--- config.mk ---
export PLATFORM = sky130hd
export DESIGN_NAME = mic_cbus_regfile
export DESIGN_NICKNAME = d
export VERILOG_FILES = /design/src/rtl/mic_pkg.sv /design/src/rtl/mic_shifter.sv /design/src/rtl/mic_cbus_regfile.sv
export SDC_FILE = /design/constraint.sdc
export NUM_CORES = 1
export LEC_CHECK = 0
export CAP_MARGIN = 20
export CORE_MARGIN = 8
export CORE_UTILIZATION = 40
export DETAILED_ROUTE_END_ITERATION = 16
export PLACE_DENSITY_LB_ADDON = 0.05
export SKIP_LAST_GASP = 1
export SYNTH_ARGS = -nofsm -noshare
export SYNTH_HDL_FRONTEND = slang
export SYNTH_SLANG_ARGS = --single-unit
--- constraint.sdc ---
create_clock -name clk -period 2.7 [get_ports clk]
set_input_delay 0.81 -clock clk [delete_from_list [all_inputs] [get_ports clk]]
set_output_delay 0.81 -clock clk [all_outputs]
set_load 0.05 [all_outputs]
--- src/rtl/mic_pkg.sv ---
// MIC datapath shared definitions: B-bus sources,
// C-bus enable bit positions and shifter encodings.
package mic_pkg;

  typedef enum logic [3:0] {
    B_MDR  = 4'd0,
    B_PC   = 4'd1,
    B_MBR  = 4'd2,
    B_MBRU = 4'd3,
    B_SP   = 4'd4,
    B_LV   = 4'd5,
    B_CPP  = 4'd6,
    B_TOS  = 4'd7,
    B_OPC  = 4'd8
  } bsel_e;

  localparam int C_MAR = 0;
  localparam int C_MDR = 1;
  localparam int C_PC  = 2;
  localparam int C_SP  = 3;
  localparam int C_LV  = 4;
  localparam int C_CPP = 5;
  localparam int C_TOS = 6;
  localparam int C_OPC = 7;
  localparam int C_H   = 8;

  localparam logic [1:0] SH_NONE = 2'b00;
  localparam logic [1:0] SH_SRA1 = 2'b01;
  localparam logic [1:0] SH_SLL8 = 2'b10;

endpackage

--- src/rtl/mic_shifter.sv ---
// MIC shifter: pass, arithmetic right by 1, or left by 8.
// The unused 2'b11 code passes the input unchanged.
module mic_shifter
  import mic_pkg::*;
(
  input  logic [31:0] r,
  input  logic [1:0]  shift,
  output logic [31:0] c
);

  always_comb begin
    c = r;
    case (shift)
      SH_SRA1: c = {r[31], r[31:1]};
      SH_SLL8: c = {r[23:0], 8'h00};
      default: c = r;
    endcase
  end

endmodule

--- src/rtl/mic_cbus_regfile.sv ---
// MIC write-back stage: shifter, C-bus register bank,
// N/Z flags, B-bus source mux, H and memory loads.
module mic_cbus_regfile
  import mic_pkg::*;
#(
  parameter logic [31:0] PC_RESET  = 32'h0,
  parameter logic [31:0] SP_RESET  = 32'h0,
  parameter logic [31:0] LV_RESET  = 32'h0,
  parameter logic [31:0] CPP_RESET = 32'h0
) (
  input  logic        clk,
  input  logic        reset,
  input  logic        step,
  input  logic [31:0] alu_r,
  input  logic        alu_n,
  input  logic        alu_z,
  input  logic [1:0]  shift,
  input  logic [8:0]  c_en,
  input  logic [3:0]  b_sel,
  input  logic [31:0] mem_rd_data,
  input  logic        mem_rd_valid,
  input  logic [7:0]  mem_fetch_data,
  input  logic        mem_fetch_valid,
  output logic [31:0] a_bus,
  output logic [31:0] b_bus,
  output logic        n_flag,
  output logic        z_flag,
  output logic [31:0] mar,
  output logic [31:0] mdr,
  output logic [31:0] pc
);

  logic [31:0] c_bus;
  logic [31:0] h_q, opc_q, tos_q, cpp_q;
  logic [31:0] lv_q, sp_q, pc_q, mdr_q, mar_q;
  logic [7:0]  mbr_q;
  logic [8:0]  we;

  mic_shifter u_shifter (
    .r     (alu_r),
    .shift (shift),
    .c     (c_bus)
  );

  assign we = step ? c_en : 9'h0;

  always_ff @(posedge clk or negedge reset) begin
    if (!reset) begin
      h_q   <= '0;
      opc_q <= '0;
      tos_q <= '0;
      cpp_q <= CPP_RESET;
      lv_q  <= LV_RESET;
      sp_q  <= SP_RESET;
      pc_q  <= PC_RESET;
      mar_q <= '0;
    end else begin
      if (we[C_H])   h_q   <= c_bus;
      if (we[C_OPC]) opc_q <= c_bus;
      if (we[C_TOS]) tos_q <= c_bus;
      if (we[C_CPP]) cpp_q <= c_bus;
      if (we[C_LV])  lv_q  <= c_bus;
      if (we[C_SP])  sp_q  <= c_bus;
      if (we[C_PC])  pc_q  <= c_bus;
      if (we[C_MAR]) mar_q <= c_bus;
    end
  end

  // Memory read data outranks a same-cycle C-bus write to MDR.
  always_ff @(posedge clk or negedge reset) begin
    if (!reset) begin
      mdr_q <= '0;
    end else if (step && mem_rd_valid) begin
      mdr_q <= mem_rd_data;
    end else if (we[C_MDR]) begin
      mdr_q <= c_bus;
    end
  end

  always_ff @(posedge clk or negedge reset) begin
    if (!reset) begin
      mbr_q <= '0;
    end else if (step && mem_fetch_valid) begin
      mbr_q <= mem_fetch_data;
    end
  end

  // Z resets high to match R=0 while the datapath is held.
  always_ff @(posedge clk or negedge reset) begin
    if (!reset) begin
      n_flag <= 1'b0;
      z_flag <= 1'b1;
    end else if (step) begin
      n_flag <= alu_n;
      z_flag <= alu_z;
    end
  end

  always_comb begin
    b_bus = '0;
    case (bsel_e'(b_sel))
      B_MDR:   b_bus = mdr_q;
      B_PC:    b_bus = pc_q;
      B_MBR:   b_bus = {{24{mbr_q[7]}}, mbr_q};
      B_MBRU:  b_bus = {24'h0, mbr_q};
      B_SP:    b_bus = sp_q;
      B_LV:    b_bus = lv_q;
      B_CPP:   b_bus = cpp_q;
      B_TOS:   b_bus = tos_q;
      B_OPC:   b_bus = opc_q;
      default: b_bus = '0;
    endcase
  end

  assign a_bus = h_q;
  assign mar   = mar_q;
  assign mdr   = mdr_q;
  assign pc    = pc_q;

endmodule

==> flow_summary.ini <==
[worst_setup_path]
worstPathArrival_ns = 2.12
start_kind = input pin
crit_fanout = 10
cp_num_buf_inv = 5
reg2reg_depth = 3
max_stage_delay_ns = 0.23
crit_path_end_kind = output pin
crit_family = buffers and inverters
cp.depth = 8
slowest_stage = and3b_2
required_ns = 1.89
cp_common_cell = buf_12
crit_chain = buf_12, buf_12, and3b_2, buf_12, buf_4, a22oi_2, nand3_4, buf_12
worstSetupPathType = input pin to output pin

[clock_tree]
cts_root_buf = clkbuf_16
clock_sinks = 298
hold_buffers = 0
cts_tree = done
clock_tree.buffer_depth = 3
clk_latency_ns = 0.50
htree_num_levels = 2
path_clk_slew_ns = 0.06
numCtsBuffers = 35

[floorplan]
fp.dieH_um = 201
core.rowCount = 67
core_area_um2 = 33600
start_util = 0.407
dieArea_um2 = 40300
fp.dieW_um = 201
io_pins = 256

[global_routing]
grt_overflow = 0
grt_pass1_vias = 12531
grt_pass1_wl_um = 80200
grt_max_degree = 67
antenna_found_initial = 1
grt_use_total = 0.255

[yosys]
synth_fp_nets = 1470
synth_top_area_frac = 0.544
synth_cells = 1374
ys_warn_count = 0
mappedNetlistArea_um2 = 13700
ys_top_cells_by_count = 297 x dfrtp_1, 285 x nand2_1, 270 x o21ai_0, 85 x mux2_2, 74 x clkbuf_1
synth_seq_area_share = 0.546
yosysMostFrequentCell = dfrtp_1
synth_area_leader_cell = dfrtp_1
synth_area_leaders = dfrtp_1 54%, o21ai_0 9.9%, nand2_1 7.8%
ys_types = 53
synthArstFlopShare = 1.00
synth-main-ff-cell = dfrtp_1
synth_edf_count = 0
synth_area_per_cell_um2 = 9.95
ys_ff_latch = 298

[min_path]
hold_path.class = input pin to async pin

[route]
drt-total-wl_um = 52400
via_per_inst = 5.55
drc = 0
vias = 12241
initialDrtViolationCount = 776
routedWlPerCell_um = 23.8
drtAntennaViolNets = 0
first_pass_iters = 7

[placement]
io_buffer_count = 255
dp_hpwl_um = 36200
dp.cells = 2110
placed_cell_area_um2 = 18900
gp_congestion = 0.859

[sta]
fmax_mhz = 342
hold_viol = 0
max_slew_margin = 0.574
finalCritPeriodShare = 1.08
setup_viol = 32
layout_setup_ws_ns = -0.226
rsz0062_at_grt = true
slew_violations = 0
worst_clock_skew_ns = 0
worstMarginPinSlew_ns = 0.640
period_minus_slack_ns = 2.93

[power_and_ir_drop]
powerDensity_nw_per_um2 = 724
finalPower_uw = 15200
p_leak_uw = 0.00899
ir_drop_mv = 0.544

[outcome]
status = complete, but fails checks
violations = negative setup slack

[layout]
insertedDiodeCount = 0
fin_cells = 2205
final_nets = 1830
area_growth_pct = 53.6
final_area_um2 = 21000
drive_gt1_frac = 0.279

[job]
maxCapViolCount = 0
==> timing repair <==
action	4_1_cts	5_1_grt
pin swaps	38	25
setup buffers	22	7
endpoints found under the hold margin	0	0
cloned	8	1
setup endpoints to repair	32	33
resized for setup	86	31
==> state kept, by name, summed over array words and instances, names as in the netlist, 8 cells and up <==
register and count:
mdr 32, opc_q 32, pc 32, mbr_q 8, sp_q 32, tos_q 32, a_bus 32, lv_q 32
mar 32, cpp_q 32
==> routing by layer <==
layer / GRT usage / wire length, µm
met4: 0.0633 / 1210
met2: 0.397 / 23700
met5: 0 / 0
met1: 0.350 / 23700
met3: 0.0684 / 3780
==> power by group <==
part	switching [µW]	total, µW	internal (µW)
registers	509	5680	5170
clock network	1850	4680	2840
logic	2870	4830	1960
total	5220	15200	9970
==> layout make-up <==
type	count	area, µm²
clock inverters	6	57.6
inverters	6	22.5
repair buffers	440	5300
fillers	2774	12600
multi-input cells	953	6520
flip-flops and latches	298	7460
clock buffers	54	1080
well taps	448	561
==> worst register-to-register path, delay by kind of cell (launching register included) <==
kind	cells	cell delay, ns
mux	1	0.26
flops	1	0.49
buf+inv	2	0.37
==> kinds of logic (layout without fill, tap and decap cells) <==
group,after synthesis,in the layout,synth area share
multiplexers,88,88,0.0741
flip-flops,298,298,0.546
buffers and inverters,123,506,0.0406
AND/OR/NAND/NOR,395,395,0.135
AO/OA/AOI/OAI,468,468,0.203
adder cells (fa/ha/maj),2,2,0.00183
==> cell usage in the layout (no fill, tap or decap), drive strengths merged, types with 3 or more instances in the layout <==
master | Yosys | final
nor4bb | 3 | 3
and3b | 3 | 3
o22ai | 17 | 17
inv | 6 | 6
nor2b | 5 | 5
dfrtp | 297 | 297
mux2 | 86 | 86
a31o | 7 | 7
clkinv | 0 | 4
a41oi | 3 | 3
a21oi | 20 | 20
o221ai | 15 | 15
and2 | 9 | 9
clkbuf | 75 | 56
clkdlybuf4s50 | 0 | 212
o21ai | 293 | 293
a31oi | 26 | 26
nand2 | 286 | 286
nand3b | 10 | 10
a22oi | 55 | 55
a221o | 23 | 23
nand3 | 15 | 15
and3 | 14 | 14
nor2 | 9 | 9
buf | 42 | 223
nor3b | 15 | 15
or3 | 14 | 14
==> path summary, 6_finish.rpt <==
kind                            slack, ns   endpoint  startpoint
min in group clk                     0.47   tos_q[8]    tos_q[8]
max in group asynchronous            1.77   mbr_q[7]       reset
worst min register to register       0.47   tos_q[8]    tos_q[8]
worst max-delay path                -0.23  b_bus[28]    b_sel[2]
worst max register to register       1.46   mbr_q[7]    mbr_q[7]
worst min-delay path                 0.22    mar[13]       reset
==> through the flow <==
stage / worst slack, ns / TNS, ns / util / hold slack, ns
after floorplan: -0.333 / -2.61 / - / 0.442
after global placement: -0.373 / -11.31 / 0.563 / 0.456
after detailed placement: -0.369 / -13.86 / 0.563 / 0.463
after CTS: -0.241 / -6.20 / 0.619 / 0.228
after global routing: -0.255 / -6.72 / 0.625 / 0.242
final: -0.226 / -5.63 / 0.625 / 0.221
Power figures use the tool's default switching activity.
